===== src/rtl/stream_demux.sv =====
`default_nettype none
// ============================================================================
// Module   : stream_demux
// Brief    : One-deep registered demux steering a valid/ready stream to one of
//            N_OUTPUTS channels; beats with an out-of-range select are dropped.
// Revision : 1.0 - initial release
// ============================================================================
module stream_demux #(
  parameter int N_OUTPUTS = 2,
  parameter int DWIDTH    = 8,
  localparam int SW       = $clog2(N_OUTPUTS)
) (
  input  logic                 clk,
  input  logic                 rst_n,
  input  logic                 in_valid,
  output logic                 in_ready,
  input  logic [DWIDTH-1:0]    in_data,
  input  logic [SW-1:0]        in_sel,
  output logic [N_OUTPUTS-1:0] out_valid,
  input  logic [N_OUTPUTS-1:0] out_ready,
  output logic [DWIDTH-1:0]    out_data [N_OUTPUTS],
  output logic                 drop_pulse,
  output logic [7:0]           drop_count
);

  typedef enum logic [0:0] {
    ST_EMPTY = 1'b0,
    ST_FULL  = 1'b1
  } state_t;

  localparam logic [7:0] c_DROP_MAX = 8'hFF;

  state_t            r_state;
  state_t            w_state_nxt;
  logic [DWIDTH-1:0] r_data;
  logic [SW-1:0]     r_sel;
  logic              r_drop_pulse;
  logic [7:0]        r_drop_count;

  logic w_sel_legal;
  logic w_out_xfer;
  logic w_in_xfer;
  logic w_load;
  logic w_drop;

  // in_ready is a function of held state, out_ready and reset only.
  assign w_out_xfer  = (r_state == ST_FULL) && out_ready[r_sel];
  assign in_ready    = rst_n && ((r_state == ST_EMPTY) || out_ready[r_sel]);
  assign w_sel_legal = int'(in_sel) < N_OUTPUTS;
  assign w_in_xfer   = in_valid && in_ready;
  assign w_load      = w_in_xfer && w_sel_legal;
  assign w_drop      = w_in_xfer && !w_sel_legal;

  always_comb begin
    w_state_nxt = r_state;
    case (r_state)
      ST_EMPTY: if (w_load) w_state_nxt = ST_FULL;
      ST_FULL: begin
        if (w_load)          w_state_nxt = ST_FULL;
        else if (w_out_xfer) w_state_nxt = ST_EMPTY;
      end
      default: w_state_nxt = ST_EMPTY;
    endcase
  end

  always_ff @(posedge clk) begin
    if (!rst_n) begin
      r_state      <= ST_EMPTY;
      r_data       <= '0;
      r_sel        <= '0;
      r_drop_pulse <= 1'b0;
      r_drop_count <= '0;
    end else begin
      r_state      <= w_state_nxt;
      r_drop_pulse <= w_drop;
      if (w_load) begin
        r_data <= in_data;
        r_sel  <= in_sel;
      end
      if (w_drop && (r_drop_count != c_DROP_MAX)) begin
        r_drop_count <= r_drop_count + 8'd1;
      end
    end
  end

  always_comb begin
    for (int i = 0; i < N_OUTPUTS; i++) begin
      out_valid[i] = (r_state == ST_FULL) && (r_sel == SW'(i));
    end
  end

  // Payload is broadcast; out_valid alone says which channel owns it.
  generate
    for (genvar gi = 0; gi < N_OUTPUTS; gi++) begin : g_bcast
      assign out_data[gi] = r_data;
    end
  endgenerate

  assign drop_pulse = r_drop_pulse;
  assign drop_count = r_drop_count;

endmodule
`default_nettype wire


===== config.mk =====
export PLATFORM = sky130hd
export DESIGN_NAME = stream_demux
export DESIGN_NICKNAME = d
export VERILOG_FILES = /design/src/rtl/stream_demux.sv
export SDC_FILE = /design/constraint.sdc
export NUM_CORES = 1
export LEC_CHECK = 0
export ABC_CLOCK_PERIOD_IN_PS = 1560
export CAP_MARGIN = 30
export CORE_UTILIZATION = 35
export CTS_CLUSTER_SIZE = 12
export DETAILED_ROUTE_END_ITERATION = 16
export PLACE_DENSITY = 0.75
export SLEW_MARGIN = 20
export SYNTH_ARGS = -nofsm -noshare
export SYNTH_HDL_FRONTEND = slang
export SYNTH_SLANG_ARGS = --single-unit

===== constraint.sdc =====
create_clock -name clk -period 1.56 [get_ports clk]
set_input_delay 0.156 -clock clk [delete_from_list [all_inputs] [get_ports clk]]
set_output_delay 0.156 -clock clk [all_outputs]
set_load 0.02 [all_outputs]

==> metrics.md, run 1 <==
| Metric | Value |
|---|---|
| # diodes | `0` |
| CTS sink count | `10` |
| Worst Setup EP | `in_ready` |
| Vias | `775` |
| DP Area | `1050 um2` |
| Synth Cell Area | `a little under 800 um2` |
| Startpoint Class | `flop` |
| Clk root buf | `clkbuf_4` |
| Crit end category | `output pin` |
| Final setup viols | `0` |
| H-tree Lvls | `1` |
| Hold Crit Class | `in -> reg` |
| Worst path bufs/invs | `1` |
| Initial antenna violation count | `0` |
| Cell family with most CP delay | `flip-flops` |
| Worst Path Max Fanout | `2` |
| Hpwl dp | `1310 um` |
| Fin crit period | `around 1.5 ns` |
| Initial DRC Count | `6` |
| PwrDens | `781 nW/um2` |
| Hold_buf cts | `0` |
| Final Hold Vio Count | `0` |
| Yosys cell types | `21` |
| Final worst-path cycle share | `95.3%` |
| CP Class | `reg -> out` |
| Achievable frequency | `approximately 0.67 GHz` |
| Number of global-route vias before repair | `between 600 and 700` |
| Reg-to-Reg End | `r_data[4]$_SDFFE_PN0P_` |
| Warning count from the yosys run | `0` |
| Row cnt | `16` |
| Starting Density | `38.7%` |
| Die area | `2450 um2` |
| Req. time, crit path | `1.40 ns` |
| Setup Skew | `roughly 0.0038 ns` |
| CP max-delay cell | `dfxtp_1` |
| Unrepaired setup endpoints after global routing | `false` |
| Mean Syn Cell Area | `roughly 7.6 um2` |
| Yosys reg bits | `10` |
| Worst path max stage delay | `roughly 0.37 ns` |
| Worst-path cell chain | `mux2i_2, a21boi_0, clkdlybuf4s15_1` |
| Layout cell share with drive strength beyond 1 | `17.1%` |
| Setup Fix Bufs, Post-CTS | `0` |
| RePlAce Congestion | `roughly 0.74` |
| VDD IR max | `0.302 mV` |
| Gr ovfl total | `0` |
| Max-Cap Viols | `0` |
| Area of the core | `just over 2000 um2` |
| Setup slack, reg-to-reg | `approximately 0.13 ns` |
| Post-route DRC | `0` |
| Post-cts sizing count | `3` |
| Final Max Slew Viols | `0` |
| Die Span X | `49.5 um` |
| Vias/cell | `4.97` |
| Worst-path clk slew | `around 0.080 ns` |
| Clock buffer depth | `2` |
| Total Routing Usage GR | `15.9%` |
| WL/cell | `11.7 um` |
| Routed WL | `around 1800 um` |
| DRT antenna net count | `0` |
| Die H | `49.5 um` |
| Inserted Clock Buffers | `3` |
| Worst-skew pair later-pin latency | `0.27 ns` |
| Hold Slack | `0.531 ns` |
| Input/output buffers | `32` |
| First-pass GRT wire length | `between 3000 and 4000 um` |
| IO Pins | `42` |
| TritonCTS clock tree | `built` |
| Area growth syn-to-layout | `37.3%` |
| Largest net degree at the start of global routing | `28` |
| R2r worst-path depth | `4` |
| Critical path arrival | `1.33 ns` |
| CP Depth | `3` |
| Drt pass-1 iters | `4` |
| Status | `finished, final reports clean` |
| Origin of the critical flop-to-flop path | `r_sel$_SDFFE_PN0P_` |
| Nets | `144` |
| CP startpoint | `r_sel$_SDFFE_PN0P_` |
| Final instance area | `around 1100 um2` |
| Final Power | `0.848 mW` |
| LEAKAGE | `0.484 nW` |
| Sequential share of the synthesized area | `25.3%` |
| Synth Instances | `about 100` |
[layout make-up]
| type | instances | area [um2] |
|---|---|---|
| clock buffers | 4 | 36.3 |
| fillers | 209 | 956 |
| inverters | 9 | 33.8 |
| multi-input cells | 68 | 419 |
| flip-flops and latches | 10 | 200 |
| well taps | 27 | 33.8 |
| repair buffers | 38 | 363 |
[state kept, by name, summed over array words and instances (netlist names)]
| name | cells |
|---|---|
| r_sel | 1 |
| r_state | 1 |
| r_data | 8 |
[kinds of logic (layout without fill, tap and decap cells)]
kind of cell,after synthesis,after routing,synth area share [%]
buf+inv,34,51,25.5
other cells,1,9,0.474
mux,1,1,1.74
flops,10,10,25.3
simple gates,45,45,33.2
compound gates,13,13,13.8
[routing by layer]
metal	routed length, um	GRT usage (%)	part of all wire [%]
met3	75	1.85	4.1
met4	29	7.14	1.6
met2	949	26.6	52
met1	775	20.3	42
met5	0	0	0
[report_power, final]
part           internal (mW)  switching (mW)
Sequential             0.279          0.0222
Combinational          0.144           0.156
Clock                  0.142           0.105
Total                  0.565           0.283
[placed cells by master (no fill, tap or decap), drive strengths merged]
cell type	Yosys	final
dfxtp	10	10
a21oi	1	1
nor2b	1	1
mux2i	1	1
clkbuf	5	4
clkdlybuf4s50	0	29
nand2	9	9
and2	1	1
nand2b	1	1
o221a	1	1
inv	9	9
conb	1	9
nand3	8	8
clkdlybuf4s15	0	1
a21boi	3	3
o32ai	8	8
buf	20	6
nor2	8	8
dlygate4sd2	0	2
and2b	1	1
or3	8	8
and4	8	8
[worst min path at each step]
stage                             startpoint                  to  slack (ns)  cells past startpoint
after detailed placement  r_state$_SDFF_PN0_  r_state$_SDFF_PN0_        0.62                      2
final                                 in_sel  r_sel$_SDFFE_PN0P_        0.53                      2
after global placement    r_state$_SDFF_PN0_  r_state$_SDFF_PN0_        0.58                      2
after CTS                             in_sel  r_sel$_SDFFE_PN0P_        0.53                      2
after global routing                  in_sel  r_sel$_SDFFE_PN0P_        0.54                      2
after floorplan                       in_sel  r_sel$_SDFFE_PN0P_        0.34                      1
[metrics by stage]
step / setup WS, ns / cells / TNS (ns) / util (%)
2_1_floorplan: 0.171 / 112 / 0 / -
3_3_place_gp: -0.142 / 152 / -0.623 / 51.5
3_5_place_dp: -0.163 / 152 / -0.833 / 51.5
4_1_cts: 0.0354 / 156 / 0 / 53.1
5_1_grt: 0.0177 / 156 / 0 / 53.2
6_report: 0.0740 / 156 / 0 / 53.2
[cell usage after synthesis]
cell / instances / area share (%)
and2_2: 1 / 0.95
buf_2: 2 / 1.3
and4_2: 8 / 10
a21boi_0: 3 / 2.8
nor2b_1: 1 / 0.79
nand2b_1: 1 / 0.79
nand3_1: 8 / 5.1
or3_1: 8 / 6.3
o32ai_1: 8 / 8.9
dfxtp_1: 10 / 25
inv_1: 9 / 4.3
nand2_1: 9 / 4.3
and2b_2: 1 / 1.1
buf_6: 1 / 1.4
buf_4: 17 / 16
mux2i_2: 1 / 1.7
conb_1: 1 / 0.47
nor2_1: 8 / 3.8
a21oi_1: 1 / 0.63
clkbuf_1: 5 / 2.4
o221a_2: 1 / 1.4
Power figures use the tool's default switching activity.
==> run 2: changes to the inputs <==
--- a/config.mk
+++ b/config.mk
@@ -7,11 +7,14 @@
 export LEC_CHECK = 0
 export ABC_CLOCK_PERIOD_IN_PS = 1560
 export CAP_MARGIN = 30
+export CORE_MARGIN = 5
 export CORE_UTILIZATION = 35
 export CTS_CLUSTER_SIZE = 12
 export DETAILED_ROUTE_END_ITERATION = 16
 export PLACE_DENSITY = 0.75
+export SKIP_CTS_REPAIR_TIMING = 1
 export SLEW_MARGIN = 20
 export SYNTH_ARGS = -nofsm -noshare
 export SYNTH_HDL_FRONTEND = slang
 export SYNTH_SLANG_ARGS = --single-unit
+export TNS_END_PERCENT = 20
==> run 2 against run 1 <==
Net effect: via count shrank 0.26%; utilization down 3.0 points; global-route usage decreased by 3.5 points; count of clock-buffer cells in the layout fell by 1; fmax grew 3.6%; sequential cell count unchanged; die area grew 35%; power decreased by 6.3%; critical path type unchanged; largest cell class unchanged.
==> metrics.md, run 2 (synthesis results as in run 1) <==
| Metric | Value |
|---|---|
| Worst-skew pair later-pin latency | `0.28 ns (was 0.27 ns)` |
| Finished Layout Cells | `158 (was 156)` |
| Cell internal pwr | `0.518 mW (was 0.565 mW)` |
| Largest net degree at the start of global routing | `28 (unchanged)` |
| Setup TNS | `0 ns (unchanged)` |
| Final setup viols | `0 (unchanged)` |
| Hpwl dp | `1550 um (was 1310 um)` |
| Die Span X | `57.5 um (was 49.5 um)` |
| CP Class | `reg -> out (unchanged)` |
| Achievable frequency | `0.697 GHz (was 0.673 GHz)` |
| Largest registers | `r_data: 8 flops, r_sel: 1 flops, r_state: 1 flops (unchanged)` |
| Net Switching | `0.276 mW (was 0.283 mW)` |
| Layout cell share with drive strength beyond 1 | `17.7% (was 17.1%)` |
| Multi-input logic area | `419 um2 (unchanged)` |
| IO Pins | `42 (unchanged)` |
| Worst Path Max Fanout | `4 (was 2)` |
| CP max-delay cell | `clkdlybuf4s50_1 (was dfxtp_1)` |
| Final worst-path cycle share | `92.0% (was 95.3%)` |
| Worst-path cell chain | `clkdlybuf4s50_1 (was mux2i_2, a21boi_0, clkdlybuf4s15_1)` |
| Post-route DRC | `0 (unchanged)` |
| Startpoint Class | `flop (unchanged)` |
| DP Area | `1070 um2 (was 1050 um2)` |
| Most frequent cells in the layout | `clkdlybuf4s50_1, dfxtp_1, inv_1, nand2_1, conb_1 (unchanged)` |
| Clk root buf | `clkbuf_4 (unchanged)` |
| RePlAce Congestion | `0.787 (was 0.736)` |
| Drt pass-1 iters | `4 (unchanged)` |
| Vias/cell | `4.89 (was 4.97)` |
| Number of global-route vias before repair | `724 (was 672)` |
| Largest Register | `r_data (unchanged)` |
| Crit end category | `output pin (unchanged)` |
| TritonCTS clock tree | `built (unchanged)` |
| Routed WL | `2080 um (was 1830 um)` |
| Sw frac | `34.8% (was 33.4%)` |
| Initial DRC Count | `15 (was 6)` |
| Reg area | `200 um2 (unchanged)` |
| Req. time, crit path | `1.40 ns (about the same)` |
| # diodes | `0 (unchanged)` |
| Worst path bufs/invs | `1 (unchanged)` |
| Flop pwr share | `38.1% (was 35.5%)` |
| Unrepaired setup endpoints after global routing | `false (unchanged)` |
| Inserted Clock Buffers | `3 (unchanged)` |
| Die H | `57.5 um (was 49.5 um)` |
| Cell family with most CP delay | `buffers and inverters (was flip-flops)` |
| Placed cell count | `155 (was 152)` |
| Clock buffer depth | `2 (unchanged)` |
| Filler cell count | `218 (was 209)` |
| First-pass GRT wire length | `3190 um (was 3050 um)` |
| Final Util | `50.1% (was 53.2%)` |
| Setup Skew | `0.00416 ns (was 0.00383 ns)` |
| Worst path max stage delay | `0.63 ns (was 0.37 ns)` |
| Initial antenna violation count | `0 (unchanged)` |
| Final instance area | `1100 um2 (was 1090 um2)` |
| Vias | `773 (was 775)` |
| Nets | `146 (was 144)` |
| Starting Density | `36.1% (was 38.7%)` |
| Largest register FFs | `8 (unchanged)` |
| Clock share of power | `23.2% (was 29.2%)` |
| PwrDens | `723 nW/um2 (was 781 nW/um2)` |
| Max-Cap Viols | `0 (unchanged)` |
| Commonest non-fill, non-tap cell in the layout | `clkdlybuf4s50_1 (unchanged)` |
| Row cnt | `17 (was 16)` |
| Gr ovfl total | `0 (unchanged)` |
| WL/cell | `13.1 um (was 11.7 um)` |
| Die area | `3310 um2 (was 2450 um2)` |
| H-tree Lvls | `1 (unchanged)` |
| DRT antenna net count | `0 (unchanged)` |
| Fin crit period | `1.43 ns (was 1.49 ns)` |
| LEAKAGE | `0.521 nW (was 0.484 nW)` |
| Worst-path clk slew | `0.06 ns (was 0.08 ns)` |
| Final Hold Vio Count | `0 (unchanged)` |
| Area growth syn-to-layout | `38.9% (was 37.3%)` |
| Hold Crit Class | `in -> reg (unchanged)` |
| VDD IR max | `0.454 mV (was 0.302 mV)` |
| Combinational share of power | `38.7% (was 35.3%)` |
| Final Max Slew Viols | `0 (unchanged)` |
| CTS sink count | `10 (unchanged)` |
| Hold Slack | `0.535 ns (was 0.531 ns)` |
| Input/output buffers | `32 (unchanged)` |
| Area of the core | `2190 um2 (was 2040 um2)` |
| Total Routing Usage GR | `12.4% (was 15.9%)` |
| Status | `finished, final reports clean (unchanged)` |
| Critical path arrival | `1.28 ns (was 1.33 ns)` |
==> run 2: per-stage QoR <==
step | worst slack (ns) | power (mW)
finish | 0.125 | 0.794
global placement | -0.143 | 0.609
CTS | -0.172 | 0.805
global route | 0.0631 | 0.835
floorplan | 0.171 | 0.508
detailed placement | -0.143 | 0.617
==> run 2: power groups by stage <==
stage          Sequential, mW  Clock [mW]  Combinational [mW]
6_report                0.302       0.185               0.307
5_1_grt                 0.307       0.200               0.328
4_1_cts                 0.303       0.192               0.310
3_5_place_dp            0.308           0               0.309
3_3_place_gp            0.306           0               0.303
2_1_floorplan           0.329           0               0.179
==> run 2: metal layers <==
layer	vias to the layer above	share of wire (%)	GRT usage [%]
met1	348	41	12.5
met2	32	47	21.6
met4	0	2.5	7.95
met3	5	8.7	4.07
met5	-	0	0
li1	388	-	-
==> run 2: layout make-up <==
| cell class | instances | area share, % |
|---|---|---|
| inverters | 9 | 3.08 |
| well taps | 28 | 3.19 |
| repair buffers | 40 | 35.3 |
| clock buffers | 3 | 2.05 |
| multi-input cells | 68 | 38.2 |
| flip-flops and latches | 10 | 18.2 |
==> run 2: worst paths after layout <==
path                                              from                     end  slack, ns  cells after the start
worst max-delay path            r_data[2]$_SDFFE_PN0P_             out_data[2]       0.13                      1
worst max register to register      r_sel$_SDFFE_PN0P_  r_data[4]$_SDFFE_PN0P_       0.15                      4
worst min-delay path                            in_sel      r_sel$_SDFFE_PN0P_       0.53                      2
worst min register to register  r_data[1]$_SDFFE_PN0P_  r_data[1]$_SDFFE_PN0P_       0.66                      3
==> run 3: changes to the inputs <==
--- a/config.mk
+++ b/config.mk
@@ -8,10 +8,10 @@
 export ABC_CLOCK_PERIOD_IN_PS = 1560
 export CAP_MARGIN = 30
 export CORE_MARGIN = 5
-export CORE_UTILIZATION = 35
+export CORE_UTILIZATION = 38
 export CTS_CLUSTER_SIZE = 12
 export DETAILED_ROUTE_END_ITERATION = 16
-export PLACE_DENSITY = 0.75
+export PLACE_DENSITY = 0.8
 export SKIP_CTS_REPAIR_TIMING = 1
 export SLEW_MARGIN = 20
 export SYNTH_ARGS = -nofsm -noshare
==> run 3 against run 2 <==
Net effect: first-iteration DRC count is 27% lower; sequential share of layout area is 0.21 points lower; non-clock buffer count stayed put; clock skew is 0.0031 ns higher; clock power is 29% higher; largest power group unchanged; worst hold slack worse by 0.0060 ns; global-route usage is 0.55 points higher; combinational power hardly changed; power is 7.0% higher; via count is 0.26% lower; die area is 6.5% lower; sequential cell count stayed put.
==> metrics.md, run 3 (synthesis results as in run 1) <==
| Metric | Value |
|---|---|
| Status | `finished, final reports clean (unchanged)` |
| Worst path max stage delay | `0.64 ns (was 0.63 ns)` |
| Vias | `771 (was 773)` |
| Final setup viols | `0 (unchanged)` |
| CP Class | `reg -> out (unchanged)` |
| PwrDens | `765 nW/um2 (was 723 nW/um2)` |
| Worst-path clk slew | `0.08 ns (was 0.06 ns)` |
| Filler cell count | `177 (was 218)` |
| Critical path arrival | `1.30 ns (was 1.28 ns)` |
| Total Routing Usage GR | `12.9% (was 12.4%)` |
| Hold Crit Class | `in -> reg (unchanged)` |
| Clock buffer depth | `2 (unchanged)` |
| CTS sink count | `10 (unchanged)` |
| Die Span X | `55.6 um (was 57.5 um)` |
| TritonCTS clock tree | `built (unchanged)` |
| Area of the core | `1980 um2 (was 2190 um2)` |
| Initial antenna violation count | `0 (unchanged)` |
| Worst Path Max Fanout | `4 (unchanged)` |
| First-pass GRT wire length | `3340 um (was 3190 um)` |
| RePlAce Congestion | `0.719 (was 0.787)` |
| Clk root buf | `clkbuf_4 (unchanged)` |
| Gr ovfl total | `0 (unchanged)` |
| Final Util | `56.1% (was 50.1%)` |
| Input/output buffers | `32 (unchanged)` |
| Largest register FFs | `8 (unchanged)` |
| Die H | `55.6 um (was 57.5 um)` |
| Cell family with most CP delay | `buffers and inverters (unchanged)` |
| Achievable frequency | `0.686 GHz (was 0.697 GHz)` |
| Commonest non-fill, non-tap cell in the layout | `clkdlybuf4s50_1 (unchanged)` |
| LEAKAGE | `0.528 nW (was 0.521 nW)` |
| VDD IR max | `0.384 mV (was 0.454 mV)` |
| Routed WL | `2020 um (was 2080 um)` |
| Worst path bufs/invs | `1 (unchanged)` |
| H-tree Lvls | `1 (unchanged)` |
| Nets | `146 (unchanged)` |
| Reg area | `200 um2 (unchanged)` |
| Largest registers | `r_data: 8 flops, r_sel: 1 flops, r_state: 1 flops (unchanged)` |
| Hpwl dp | `1490 um (was 1550 um)` |
| Unrepaired setup endpoints after global routing | `false (unchanged)` |
| Worst-path cell chain | `clkdlybuf4s50_1 (unchanged)` |
| Largest net degree at the start of global routing | `28 (unchanged)` |
| DRT antenna net count | `0 (unchanged)` |
| Final Max Slew Viols | `0 (unchanged)` |
| IO Pins | `42 (unchanged)` |
| Die area | `3090 um2 (was 3310 um2)` |
| Starting Density | `39.9% (was 36.1%)` |
| Final Hold Vio Count | `0 (unchanged)` |
| Drt pass-1 iters | `4 (unchanged)` |
| # diodes | `0 (unchanged)` |
| Vias/cell | `4.88 (was 4.89)` |
| Number of global-route vias before repair | `733 (was 724)` |
| Largest Register | `r_data (unchanged)` |
| Multi-input logic area | `419 um2 (unchanged)` |
| Area growth syn-to-layout | `40.5% (was 38.9%)` |
| Initial DRC Count | `11 (was 15)` |
| Final Power | `0.850 mW (was 0.794 mW)` |
| Crit end category | `output pin (unchanged)` |
| Inserted Clock Buffers | `3 (unchanged)` |
| Most frequent cells in the layout | `clkdlybuf4s50_1, dfxtp_1, inv_1, nand2_1, conb_1 (unchanged)` |
| Post-route DRC | `0 (unchanged)` |
| Worst-skew pair later-pin latency | `0.27 ns (was 0.28 ns)` |
| Layout cell share with drive strength beyond 1 | `18.3% (was 17.7%)` |
| Row cnt | `16 (was 17)` |
| Fin crit period | `1.46 ns (was 1.43 ns)` |
| Max-Cap Viols | `0 (unchanged)` |
| WL/cell | `12.8 um (was 13.1 um)` |
| Startpoint Class | `flop (unchanged)` |
| Final worst-path cycle share | `93.4% (was 92.0%)` |
| Setup Skew | `0.00725 ns (was 0.00416 ns)` |
| CP max-delay cell | `clkdlybuf4s50_1 (unchanged)` |
| Req. time, crit path | `1.40 ns (about the same)` |
-- run 3: worst paths after layout --
check,start,slack [ns],endpoint,depth (start not counted)
worst max register to register,r_sel$_SDFFE_PN0P_,0.15,r_data[1]$_SDFFE_PN0P_,4
worst max-delay path,r_data[4]$_SDFFE_PN0P_,0.10,out_data[12],1
worst min register to register,r_data[0]$_SDFFE_PN0P_,0.68,r_data[0]$_SDFFE_PN0P_,3
worst min-delay path,in_sel,0.53,r_sel$_SDFFE_PN0P_,2
-- run 3: report_power, final --
part / switching, mW / leakage, nW / internal [mW]
Clock: 0.0975 / 0.0210 / 0.142
Combinational: 0.160 / 0.424 / 0.149
Sequential: 0.0227 / 0.0829 / 0.279
-- run 3: layer usage --
layer  global-route usage, %  vias up  share of wire [%]
li1                        -      393                  -
met1                    16.3      349                 45
met2                    21.6       25                 48
met3                    3.02        4                6.3
met4                    4.17        0                1.0
met5                       0        -                  0
-- run 3: layout make-up --
cell class / count / area share (%)
flip-flops and latches: 10 / 18.0
inverters: 9 / 3.04
repair buffers: 40 / 34.9
well taps: 27 / 3.04
clock buffers: 4 / 3.27
multi-input cells: 68 / 37.7
-- run 3: stage by stage --
| step | hold WS (ns) | setup slack, ns | area (um2) | setup TNS (ns) | instances |
|---|---|---|---|---|---|
| 2_1_floorplan | 0.336 | 0.171 | 821 | 0 | 112 |
| 6_report | 0.529 | 0.103 | 1110 | 0 | 158 |
| 4_1_cts | 0.527 | -0.207 | 1100 | -0.457 | 158 |
| 5_1_grt | 0.550 | 0.0426 | 1110 | 0 | 158 |
| 3_5_place_dp | 0.652 | -0.187 | 1070 | -0.865 | 154 |
| 3_3_place_gp | 0.627 | -0.143 | 1070 | -0.624 | 154 |
